--- src/rtl/scan_sel_gen.sv ---
// scan_sel_gen: prescaled 3-bit select index generator for a 3-to-8 one-hot
// decoder. A prescaler divides enabled cycles by DIV. Each prescaler step moves
// sel up, down, ping-pong between 0 and 7, or leaves it in place (hold).
// tick marks the first cycle a newly stepped sel is visible. wrap marks a
// 7->0 or 0->7 wrap, or a ping-pong reversal.
// All outputs come straight from flops, so there is no input-to-output
// combinational path.
module scan_sel_gen #(
  parameter int unsigned DIV = 4
) (
  input  logic       clk,
  input  logic       rst,
  input  logic       en,
  input  logic [1:0] mode,
  input  logic       load,
  input  logic [2:0] load_val,
  output logic [2:0] sel,
  output logic       tick,
  output logic       wrap,
  output logic       dir
);

  localparam int unsigned    CW      = (DIV > 1) ? $clog2(DIV) : 1;
  localparam logic [CW-1:0]  CNT_MAX = CW'(DIV - 1);

  localparam logic [1:0] MODE_UP   = 2'b00;
  localparam logic [1:0] MODE_DOWN = 2'b01;
  localparam logic [1:0] MODE_PP   = 2'b10;
  localparam logic [1:0] MODE_HOLD = 2'b11;

  logic [CW-1:0] cnt_q, cnt_d;
  logic [2:0]    sel_q, sel_d;
  logic          dir_q, dir_d;
  logic          tick_q, tick_d;
  logic          wrap_q, wrap_d;
  logic          step;

  // A step fires on the enabled cycle where the prescaler sits at its
  // terminal count. With DIV=1 that is every enabled cycle.
  assign step = en && (cnt_q == CNT_MAX);

  // Next-state logic. load outranks any step, so a coincident step is
  // discarded. Hold mode keeps the prescaler running but suppresses the
  // sel/dir update and the tick/wrap pulses.
  always_comb begin
    cnt_d  = cnt_q;
    sel_d  = sel_q;
    dir_d  = dir_q;
    tick_d = 1'b0;
    wrap_d = 1'b0;
    if (load) begin
      sel_d = load_val;
      cnt_d = '0;
    end else if (en) begin
      cnt_d = step ? '0 : cnt_q + CW'(1);
      if (step) begin
        case (mode)
          MODE_UP: begin
            sel_d  = sel_q + 3'd1;
            dir_d  = 1'b1;
            tick_d = 1'b1;
            wrap_d = (sel_q == 3'd7);
          end
          MODE_DOWN: begin
            sel_d  = sel_q - 3'd1;
            dir_d  = 1'b0;
            tick_d = 1'b1;
            wrap_d = (sel_q == 3'd0);
          end
          MODE_PP: begin
            tick_d = 1'b1;
            if (dir_q) begin
              if (sel_q == 3'd7) begin
                // Reverse at the top without emitting 7 twice.
                sel_d  = 3'd6;
                dir_d  = 1'b0;
                wrap_d = 1'b1;
              end else begin
                sel_d = sel_q + 3'd1;
              end
            end else begin
              if (sel_q == 3'd0) begin
                // Reverse at the bottom without emitting 0 twice.
                sel_d  = 3'd1;
                dir_d  = 1'b1;
                wrap_d = 1'b1;
              end else begin
                sel_d = sel_q - 3'd1;
              end
            end
          end
          MODE_HOLD: begin
            sel_d = sel_q;
          end
          default: begin
            sel_d = sel_q;
          end
        endcase
      end
    end
  end

  // State register. rst overrides load and en.
  always_ff @(posedge clk) begin
    if (rst) begin
      cnt_q  <= '0;
      sel_q  <= 3'd0;
      dir_q  <= 1'b1;
      tick_q <= 1'b0;
      wrap_q <= 1'b0;
    end else begin
      cnt_q  <= cnt_d;
      sel_q  <= sel_d;
      dir_q  <= dir_d;
      tick_q <= tick_d;
      wrap_q <= wrap_d;
    end
  end

  assign sel  = sel_q;
  assign tick = tick_q;
  assign wrap = wrap_q;
  assign dir  = dir_q;

endmodule

--- config.mk ---
export PLATFORM = sky130hd
export DESIGN_NAME = scan_sel_gen
export DESIGN_NICKNAME = d
export VERILOG_FILES = /design/src/rtl/scan_sel_gen.sv
export SDC_FILE = /design/constraint.sdc
export NUM_CORES = 1
export LEC_CHECK = 0
export ABC_CLOCK_PERIOD_IN_PS = 1600
export BUFFER_PORTS_ARGS = -buffer_cell sky130_fd_sc_hd__buf_4
export CORE_MARGIN = 5
export CORE_UTILIZATION = 46
export DETAILED_ROUTE_END_ITERATION = 10
export PLACE_DENSITY_LB_ADDON = 0.2
export REMOVE_ABC_BUFFERS = 1
export SYNTH_ARGS = -nofsm -noshare
export SYNTH_HDL_FRONTEND = slang
export SYNTH_SLANG_ARGS = --single-unit
--- constraint.sdc ---
create_clock -name clk -period 1.6 [get_ports clk]
set_input_delay 0.08 -clock clk [delete_from_list [all_inputs] [get_ports clk]]
set_output_delay 0.08 -clock clk [all_outputs]
set_load 0.1 [all_outputs]
Word-level counts from Yosys, hierarchy flattened. Cells that the tools add are included. Widths: inputs -> output; s select.

Eq/ne operators: 6. Reduce and logical (&&, ||, !) cells: 11. Mux-type cells: 16. Bitwise gates (word level): 3. $add $sub $neg: 3.

Operator list (count): $mux 3 (6); $pmux 3 s3 (1); $eq 2x2->1 const B (3); $mux 1 (6); $pmux 1 s3 (2); $reduce_and 4->1 (1); $reduce_bool 2->1 (2); $reduce_or 4->1 (1); $add 3x1->3 const B (1); $eq 3x3->1 const B (1); $logic_not 3->1 (1); $not 1->1 (3); $reduce_and 3->1 (1); $reduce_bool 3->1 (1); $reduce_or 3->1 (1); $sub 3x1->3 const B (1); $add 2x1->2 const B (1); $eq 2x1->1 const B (1); $logic_not 2->1 (1); $mux 2 (1); $ne 2x2->1 const B (1); $reduce_or 2->1 (1); $logic_and 1x1->1 (1).

Output and inout bits: 6. Bits in registers: 8. Input bits: 9. Logic and storage cells: 44.

Logic depth before layout (Yosys ltp). Gate-level depths: netlist of run 1.

Depth in word-level cells: 7. Mapped depth: 6. Mapped depth without buffers: 6.

Worst setup path after synthesis of run 1. No wires, ideal clock.

Kind: register -> register. From: reg sel_q[2] (netlist: sel[2]). To: reg sel_q[2] (netlist: sel[2]). Slack: -0.840 ns. Cell stages (with the launch flop): 7. Library setup time: 0.103 ns. Period minus slack after synthesis: 2.440 ns. Data arrival time: 2.337 ns. Path buffers: 1. Required time: 1.497 ns. Path through: dfxtp_1 clkbuf_1 inv_1 ha_1 or4_1 o211a_1 a2111oi_2.

Cells in the longest elaborated chain, start to end: 7. Elaborated cells between the ends (all ways): 11. Classes of those cells: add/sub (2); eq/ne (1); mux (7); reduce/logical (1).

Ends and longest elaborated chain: start: declaration (line 32) `logic [2:0] sel_q, sel_d;`; start signal: assignment (line 113) `sel_q <= sel_d;`; $sub 3x1->3 (tied with other cells) (line 65, 88); $mux 3 (on tied branches) (line 82, 73); $mux 3 (line 72) `if (dir_q) begin`; $pmux 3 s3 * (line 57) `case (mode)`; $mux 3 * (line 56) `if (step) begin`; $mux 3 * (line 54) `end else if (en) begin`; $mux 3 * (line 51) `if (load) begin`.

Every way passes the cells marked *; elsewhere a longest branch is shown, timed or not. The select of a mux whose other input is x is not followed. A chain may end at the register's enable or synchronous reset.

Worst setup path in the final report of run 1.
From: reg sel_q[0] (netlist: sel[0]). To: reg sel_q[2] (netlist: sel[2]).

Same word-level chain as after synthesis.

==> results.toml, run 1 <==
[setup_path]
cp_max_fo = 3
worst-path-buf-inv = 2
crit_path_cell_trace = "buf_4, inv_1, ha_1, a221o_1, o211a_1, a2111oi_2"
arrival_ps = 1670
cpMaxStageDelayCell = "dfxtp_2"
crit-reg2reg-launch = "sel[0]$_SDFFE_PP0P_"
cp-end-kind = "register"
crit_end = "sel[2]$_SDFFE_PP0P_"
timing.rr.end = "sel[2]$_SDFFE_PP0P_"
startpoint = "sel[0]$_SDFFE_PP0P_"
max_stage_delay_ps = 320
crit_cells = 6
rrSetupSlack_ps = 90
critPathKind = "reg -> reg"
r2r_cells = 6
required_ps = 1760
startpoint_type = "register"
cp_top_family = "compound AO/OA/AOI/OAI gates"

[clock_network]
clock_sinks = 8
cts_tree = "built"
clk_path_buf_depth = 2
clockRootBuffer = "clkbuf_4"
ctsHoldBuffers = 0
htree_levels = 1
clkTransAtPathRegs_ps = 50
cts_buffers = 3
clkLatencyLatePin_ps = 260

[die]
die_h_microns = 48.0
io_pins = 15
die_x_microns = 48.0
core_area_sq_mm = 0.00133
start_util_pct = 49.7
dieArea_sq_mm = 0.00230
fp-row-count = 13

[layout]
final_cell_area_sq_um = 966
stdcell_count = 128
final_core_util_pct = 72.4
layout_commonest_cell = "buf_4"
syn_to_final_growth_pct = 45.7
final_layout_size_suffix_gt1_share_pct = 38.1
mostFrequentLayoutCells = "buf_4 (30), inv_1 (12), ha_1 (10)"
antenna_cells = 0
layout.nets = 135

[power_and_ir_drop]
total_leakage_power_nw = 0.481
power_mw = 0.583
vdd_drop_max_uv = 597
p_per_area_mw_per_mm2 = 604

[sta]
fin_crit_sh_pct = 94.2
tightest_slew_ps = 377
hold_violations = 0
finalMaxSlewViolations = 0
tns_ps = 0
setup_viol = 0
period_needed_ps = 1510
worst_hold_slack_ps = 68.0
setup_ws_ps = 93.4
max_freq_mhz = 664
skew_ps = 0.0814
slew_headroom_pct = 74.8

[logic_synthesis]
ys_types = 32
synth_warnings = 0
yosys_most_used_dff = "dfxtp_1"
ys_ff_latch = 8
syn_area_per_cell_sq_um = 8.09
netlist_instances = 82
async_flop_share_pct = 0
seq_area_frac_synth_pct = 24.2
synth_edf_count = 0
syn_area_sq_um = 663

[grt]
grt_max_degree = 14
grt_antenna_before_repair = 0
grt_util_all_layers_pct = 17.5
grt_overflow = 0
grt_pass1_wl_microns = 2780
grt_pass1_vias = 675

[routing]
vias_per_cell = 5.50
wl_per_cell_microns = 14.1
drtPass1Iterations = 4
detail-route-antenna-nets = 0
via_count = 704
wl_microns = 1800
drt-initial-drc-count = 28
drc = 0

[placed_design]
dp_cells = 122
gp_congestion = 0.852
placed_area_sq_um = 877
place_hpwl_microns = 1290
port_buffers = 14
place_ws_ps = -85.1

[job]
max_cap_viol_count = 0

[min_path]
hold_class = "in -> reg"

[status]
status = "completed"
==> routing by layer <==
layer	global-route usage, %	part of all wire (%)
met4	1.61	0
met3	6.77	5.3
met2	30.3	49
met1	21.2	45
met5	0	0
==> cells in the mapped netlist (2+ instances only) <==
| master | instances | share of area, % |
|---|---|---|
| dfxtp_1 | 8 | 24 |
| o21ai_0 | 5 | 3.8 |
| inv_1 | 12 | 6.8 |
| nand2_1 | 2 | 1.1 |
| nor3_1 | 4 | 3.0 |
| a21oi_1 | 6 | 4.5 |
| nand2b_1 | 3 | 2.8 |
| ha_1 | 11 | 21 |
| nand3_1 | 2 | 1.5 |
| nor2_1 | 5 | 2.8 |
| mux2i_1 | 3 | 4.5 |
==> sequential cells by signal, indices dropped and copies added (netlist names) <==
register  count
tick          1
wrap          1
dir           1
cnt_q         2
sel           3
==> power breakdown <==
group          switching [mW]  total, mW  internal [mW]
Clock                  0.0703      0.156         0.0859
Combinational           0.123      0.217         0.0942
Sequential            0.00362      0.210          0.207
==> layout make-up <==
class	instances	area, sq um
clock buffers	3	22.5
fillers	113	368
inverters	13	48.8
multi-input cells	59	488
flip-flops and latches	8	163
well taps	15	18.8
repair buffers	30	225
==> worst reg2reg max path, stage by stage (launching register included) <==
cell       delay, ps
dfxtp_2          320
buf_4            110
inv_1             50
ha_1             210
a221o_1          320
o211a_1          210
a2111oi_2        180
==> timing repair <==
| action | in CTS | in global routing |
|---|---|---|
| buffers inserted | 3 | 0 |
| gates resized for setup | 2 | 8 |
| pin swaps | 2 | 2 |
| endpoints found under the setup margin | 1 | 4 |
==> logic make-up (layout without fill, tap and decap cells) <==
family,after synthesis,in the layout,synth area share (%)
AOI/OAI and AO/OA,24,24,25.7
muxes,3,3,4.53
DFF,8,8,24.2
adders and majority gates,11,11,20.8
and+or+nand+nor,21,21,16.4
buffers and inverters,15,46,8.49
==> how the worst min path moves through the flow <==
stage	start	end	slack, ps	depth (start not counted)
final	rst	sel[2]$_SDFFE_PP0P_	70	2
after global routing	rst	sel[2]$_SDFFE_PP0P_	60	2
after CTS	rst	sel[2]$_SDFFE_PP0P_	70	2
after detailed placement	rst	sel[2]$_SDFFE_PP0P_	320	2
after global placement	rst	sel[2]$_SDFFE_PP0P_	320	2
after floorplan	rst	sel[2]$_SDFFE_PP0P_	150	1
No activity file was read; power rests on OpenSTA's default activity.
==> run 2, diff against run 1 <==
--- a/config.mk
+++ b/config.mk
@@ -7,11 +7,13 @@
 export LEC_CHECK = 0
 export ABC_CLOCK_PERIOD_IN_PS = 1600
 export BUFFER_PORTS_ARGS = -buffer_cell sky130_fd_sc_hd__buf_4
+export CORE_ASPECT_RATIO = 0.9
 export CORE_MARGIN = 5
 export CORE_UTILIZATION = 46
 export DETAILED_ROUTE_END_ITERATION = 10
 export PLACE_DENSITY_LB_ADDON = 0.2
 export REMOVE_ABC_BUFFERS = 1
+export SETUP_SLACK_MARGIN = 0.4
 export SYNTH_ARGS = -nofsm -noshare
 export SYNTH_HDL_FRONTEND = slang
 export SYNTH_SLANG_ARGS = --single-unit
==> results.toml, run 2 (synthesis results as in run 1) <==
[grt]
grt_pass1_wl_microns = 2860
grt_antenna_before_repair = 0
grt_max_degree = 14
grt_overflow = 0
grt_util_all_layers_pct = 16.5
grt_pass1_vias = 672

[sta]
hold_violations = 0
max_freq_mhz = 665
skew_ps = 0.944
finalMaxSlewViolations = 0
slew_headroom_pct = 76.1
worst_hold_slack_ps = 82.5
grt_setup_unrepaired = "yes"
tightest_slew_ps = 356
fin_crit_sh_pct = 94.0
setup_viol = 0
period_needed_ps = 1500

[die]
die_x_microns = 50.0
fp-row-count = 13
start_util_pct = 47.4
core_area_sq_mm = 0.00140
die_h_microns = 46.0
io_pins = 15
dieArea_sq_mm = 0.00230

[clock_network]
clkTransAtPathRegs_ps = 50
cts_buffers = 3
clk_path_buf_depth = 2
htree_levels = 1
ctsHoldBuffers = 0
clkLatencyLatePin_ps = 260
clockRootBuffer = "clkbuf_4"
clock_sinks = 8
cts_tree = "built"

[layout]
largest_reg_flops = 3
layout.nets = 130
syn_to_final_growth_pct = 49.4
final_core_util_pct = 70.8
final_layout_size_suffix_gt1_share_pct = 41.7
layout_commonest_cell = "buf_4"
mostFrequentLayoutCells = "buf_4 (21), inv_1 (12), ha_1 (9)"
antenna_cells = 0

[power_and_ir_drop]
switchingPower_mw = 0.201
power_mw = 0.582
swShare_pct = 34.4
p_int_mw = 0.382
seq_power_share_pct = 36.3
vdd_drop_max_uv = 407
p_per_area_mw_per_mm2 = 588
clockPowerShare_pct = 26.6
total_leakage_power_nw = 0.466
comb_power_share_pct = 37.1

[setup_path]
cp_max_fo = 3
required_ps = 1760
rrSetupSlack_ps = 100
cp_common_cell = "ha_1"
crit-reg2reg-launch = "sel[0]$_SDFFE_PP0P_"
max_stage_delay_ps = 400
cp_top_family = "simple AND/OR/NAND/NOR gates"
crit_path_cell_trace = "ha_1, inv_1, ha_1, or4_1, o211a_1, a2111oi_4"
timing.rr.end = "sel[2]$_SDFFE_PP0P_"
worst-path-buf-inv = 1
cp-end-kind = "register"
r2r_cells = 6
critPathKind = "reg -> reg"
cpMaxStageDelayCell = "or4_1"
arrival_ps = 1660
startpoint_type = "register"
crit_cells = 6

[routing]
via_count = 689
vias_per_cell = 5.60
wl_microns = 1800
drt-initial-drc-count = 13
drc = 0
drtPass1Iterations = 4
detail-route-antenna-nets = 0
wl_per_cell_microns = 14.6

[placed_design]
port_buffers = 14
place_hpwl_microns = 1270
gp_congestion = 0.846

[min_path]
hp-start = "rst"
whs_endpoint = "cnt_q[1]$_SDFFE_PP0P_"
min_path_cells = 2
hold_class = "in -> reg"

[status]
status = "completed"

[job]
max_cap_viol_count = 0
run 2: changes by cell type in the layout (fill, tap and decap cells not counted), sizes merged:
cell,before,now
buf,30,25
run 2: per-layer routing:
layer,up-vias,wire [microns],track usage [%]
li1,351,-,-
met1,321,763,18.4
met2,14,935,29.1
met3,3,84,7.54
met4,0,12,3.14
met5,-,0,0
run 2: worst max path at each step:
stage                                    from                  end  slack, ps
after floorplan           sel[0]$_SDFFE_PP0P_  sel[2]$_SDFFE_PP0P_       -830
after global placement    sel[0]$_SDFFE_PP0P_  sel[2]$_SDFFE_PP0P_       -0.2
after detailed placement  sel[1]$_SDFFE_PP0P_  sel[2]$_SDFFE_PP0P_        -60
after CTS                 sel[0]$_SDFFE_PP0P_  sel[2]$_SDFFE_PP0P_        110
after global routing      sel[0]$_SDFFE_PP0P_  sel[2]$_SDFFE_PP0P_         30
final                     sel[0]$_SDFFE_PP0P_  sel[2]$_SDFFE_PP0P_        100
run 2: layout make-up:
| cell class | count | area, sq um |
|---|---|---|
| Timing Repair Buffer | 25 | 203 |
| Sequential cell | 8 | 163 |
| Fill cell | 113 | 408 |
| Clock buffer | 3 | 22.5 |
| Multi-Input combinational cell | 59 | 536 |
| Inverter | 13 | 48.8 |
| Tap cell | 15 | 18.8 |
run 2: power by group through the flow:
stage	registers, mW	clock network (mW)	logic, mW
3_3_place_gp	0.214	0	0.177
6_report	0.211	0.155	0.216
3_5_place_dp	0.215	0	0.179
4_1_cts	0.211	0.160	0.203
2_1_floorplan	0.254	0	0.0672
5_1_grt	0.212	0.167	0.234
run 2: what timing repair did:
item                       CTS  global route
setup endpoints to repair    5             7
setup buffers                1             0
cloned                       0             0
pin swaps                   11             1
resized for setup           18             8
run 2: metrics by stage:
stage / cells / setup TNS, ps / cell area (sq um) / setup slack, ps
3_3_place_gp: 119 / -0.157 / 855 / -0.157
4_1_cts: 123 / 0 / 950 / 113
5_1_grt: 123 / 0 / 991 / 27.4
2_1_floorplan: 80 / -2980 / 656 / -832
3_5_place_dp: 119 / -55.7 / 855 / -55.7
6_report: 123 / 0 / 991 / 96.7
==> run 3, diff against run 2 <==
--- a/config.mk
+++ b/config.mk
@@ -10,7 +10,9 @@
 export CORE_ASPECT_RATIO = 0.9
 export CORE_MARGIN = 5
 export CORE_UTILIZATION = 46
+export CTS_CLUSTER_DIAMETER = 80
 export DETAILED_ROUTE_END_ITERATION = 10
+export HOLD_SLACK_MARGIN = 0.12
 export PLACE_DENSITY_LB_ADDON = 0.2
 export REMOVE_ABC_BUFFERS = 1
 export SETUP_SLACK_MARGIN = 0.4
==> results.toml, run 3 (synthesis results as in run 1) <==
[layout]
fillers = 108
final_layout_size_suffix_gt1_share_pct = 40.5
syn_to_final_growth_pct = 54.0
layout_commonest_cell = "buf_4"
antenna_cells = 0
largest_reg_flops = 3
mostFrequentLayoutCells = "buf_4 (21), inv_1 (12), ha_1 (9)"
layout.nets = 133

[die]
fp-row-count = 13
dieArea_sq_mm = 0.00230
core_area_sq_mm = 0.00140
start_util_pct = 47.4
die_h_microns = 46.0
io_pins = 15
die_x_microns = 50.0

[routing]
drc = 0
wl_per_cell_microns = 14.4
drt-initial-drc-count = 14
wl_met1_microns = 772
wl_met2_microns = 949
route.met3.wl_microns = 83
routed.top_layer = "met4"
wl_microns = 1820
drtPass1Iterations = 4
vias_per_cell = 5.48
via_count = 691
detail-route-antenna-nets = 0

[setup_path]
startpoint_type = "register"
cp_max_fo = 3
critPathKind = "reg -> reg"
max_stage_delay_ps = 330
rrSetupSlack_ps = 120
required_ps = 1730
crit_path_cell_trace = "ha_1, inv_1, ha_1, a2111oi_2, o211a_1, a2111oi_4"
cp-end-kind = "register"
cp_common_cell = "ha_1"
arrival_ps = 1610
cpMaxStageDelayCell = "dfxtp_2"

[grt]
grt_overflow = 0
grt_pass1_vias = 685
grt_max_degree = 12
grt_pass1_wl_microns = 2920
grt_util_all_layers_pct = 16.8
grt_antenna_before_repair = 0

[power_and_ir_drop]
p_per_area_mw_per_mm2 = 574
power_mw = 0.586
vdd_drop_max_uv = 372
total_leakage_power_nw = 0.479

[sta]
period_needed_ps = 1480
skew_ps = 3.01
setup_viol = 0
finalMaxSlewViolations = 0
grt_setup_unrepaired = "yes"
max_freq_mhz = 677
fin_crit_sh_pct = 92.3
tightest_slew_ps = 342
tns_ps = 0
hold_violations = 0
slew_headroom_pct = 77.0

[job]
max_cap_viol_count = 0

[clock_network]
clock_sinks = 8
clk_path_buf_depth = 2
cts_buffers = 3
clockRootBuffer = "clkbuf_4"
htree_levels = 1
cts_tree = "built"
clkLatencyLatePin_ps = 260
clkTransAtPathRegs_ps = 50

[placed_design]
gp_congestion = 0.846
port_buffers = 14
place_hpwl_microns = 1270

[min_path]
hold_class = "in -> reg"

[status]
status = "completed"
==> run 3: changes by cell type in the layout (fill, tap and decap cells not counted), sizes merged <==
cell,change
dlygate4sd3,+3
==> run 3: power breakdown <==
group          switching (mW)  internal (mW)  total (mW)
sequential            0.00453          0.207       0.211
combinational           0.127         0.0939       0.221
clock                  0.0681         0.0858       0.154
total                   0.200          0.386       0.586
==> run 3: layout make-up <==
type | count | area (sq um) | area share (%)
flip-flops and latches | 8 | 163 | 15.9
clock buffers | 3 | 22.5 | 2.21
inverters | 13 | 48.8 | 4.78
multi-input cells | 59 | 536 | 52.5
repair buffers | 28 | 233 | 22.8
well taps | 15 | 18.8 | 1.84
==> run 3: worst max-delay path: cells and delay by family (launching register included) <==
| family | cells | cell delay (ps) |
|---|---|---|
| flops | 1 | 330 |
| compound gates | 3 | 570 |
| fa+ha+maj | 2 | 420 |
| buf+inv | 1 | 40 |
==> run 3: final timing paths <==
| kind | cells after the start | to | from |
|---|---|---|---|
| max reg2reg | 6 | sel[2]$_SDFFE_PP0P_ | sel[0]$_SDFFE_PP0P_ |
| max | 6 | sel[2]$_SDFFE_PP0P_ | sel[0]$_SDFFE_PP0P_ |
| min | 3 | sel[2]$_SDFFE_PP0P_ | load_val[2] |
| min reg2reg | 2 | cnt_q[1]$_SDFFE_PP0P_ | cnt_q[1]$_SDFFE_PP0P_ |
==> run 3: timing repair <==
action	CTS	global route
pin swaps	11	1
setup endpoints to repair	5	7
hold buffers	3	0
resized for setup	18	8
setup buffers	1	0
endpoints found under the hold margin	6	0
==> run 3: stage by stage <==
stage / setup WS, ps / cell area [sq um] / instances / util, % / hold WS (ps)
floorplan: -832 / 656 / 80 / - / 149
global placement: -0.157 / 855 / 119 / 61.1 / 321
detailed placement: -55.7 / 855 / 119 / 61.1 / 328
CTS: 113 / 980 / 126 / 70.0 / 90.8
global route: 36.3 / 1020 / 126 / 73.0 / 136
finish: 123 / 1020 / 126 / 73.0 / 140
==> run 3: per-layer routing <==
layer  vias up  GRT usage, %
met1       318          18.9
met2        13          29.6
met5         -             0
met3         3          7.54
li1        357             -
met4         0          3.14
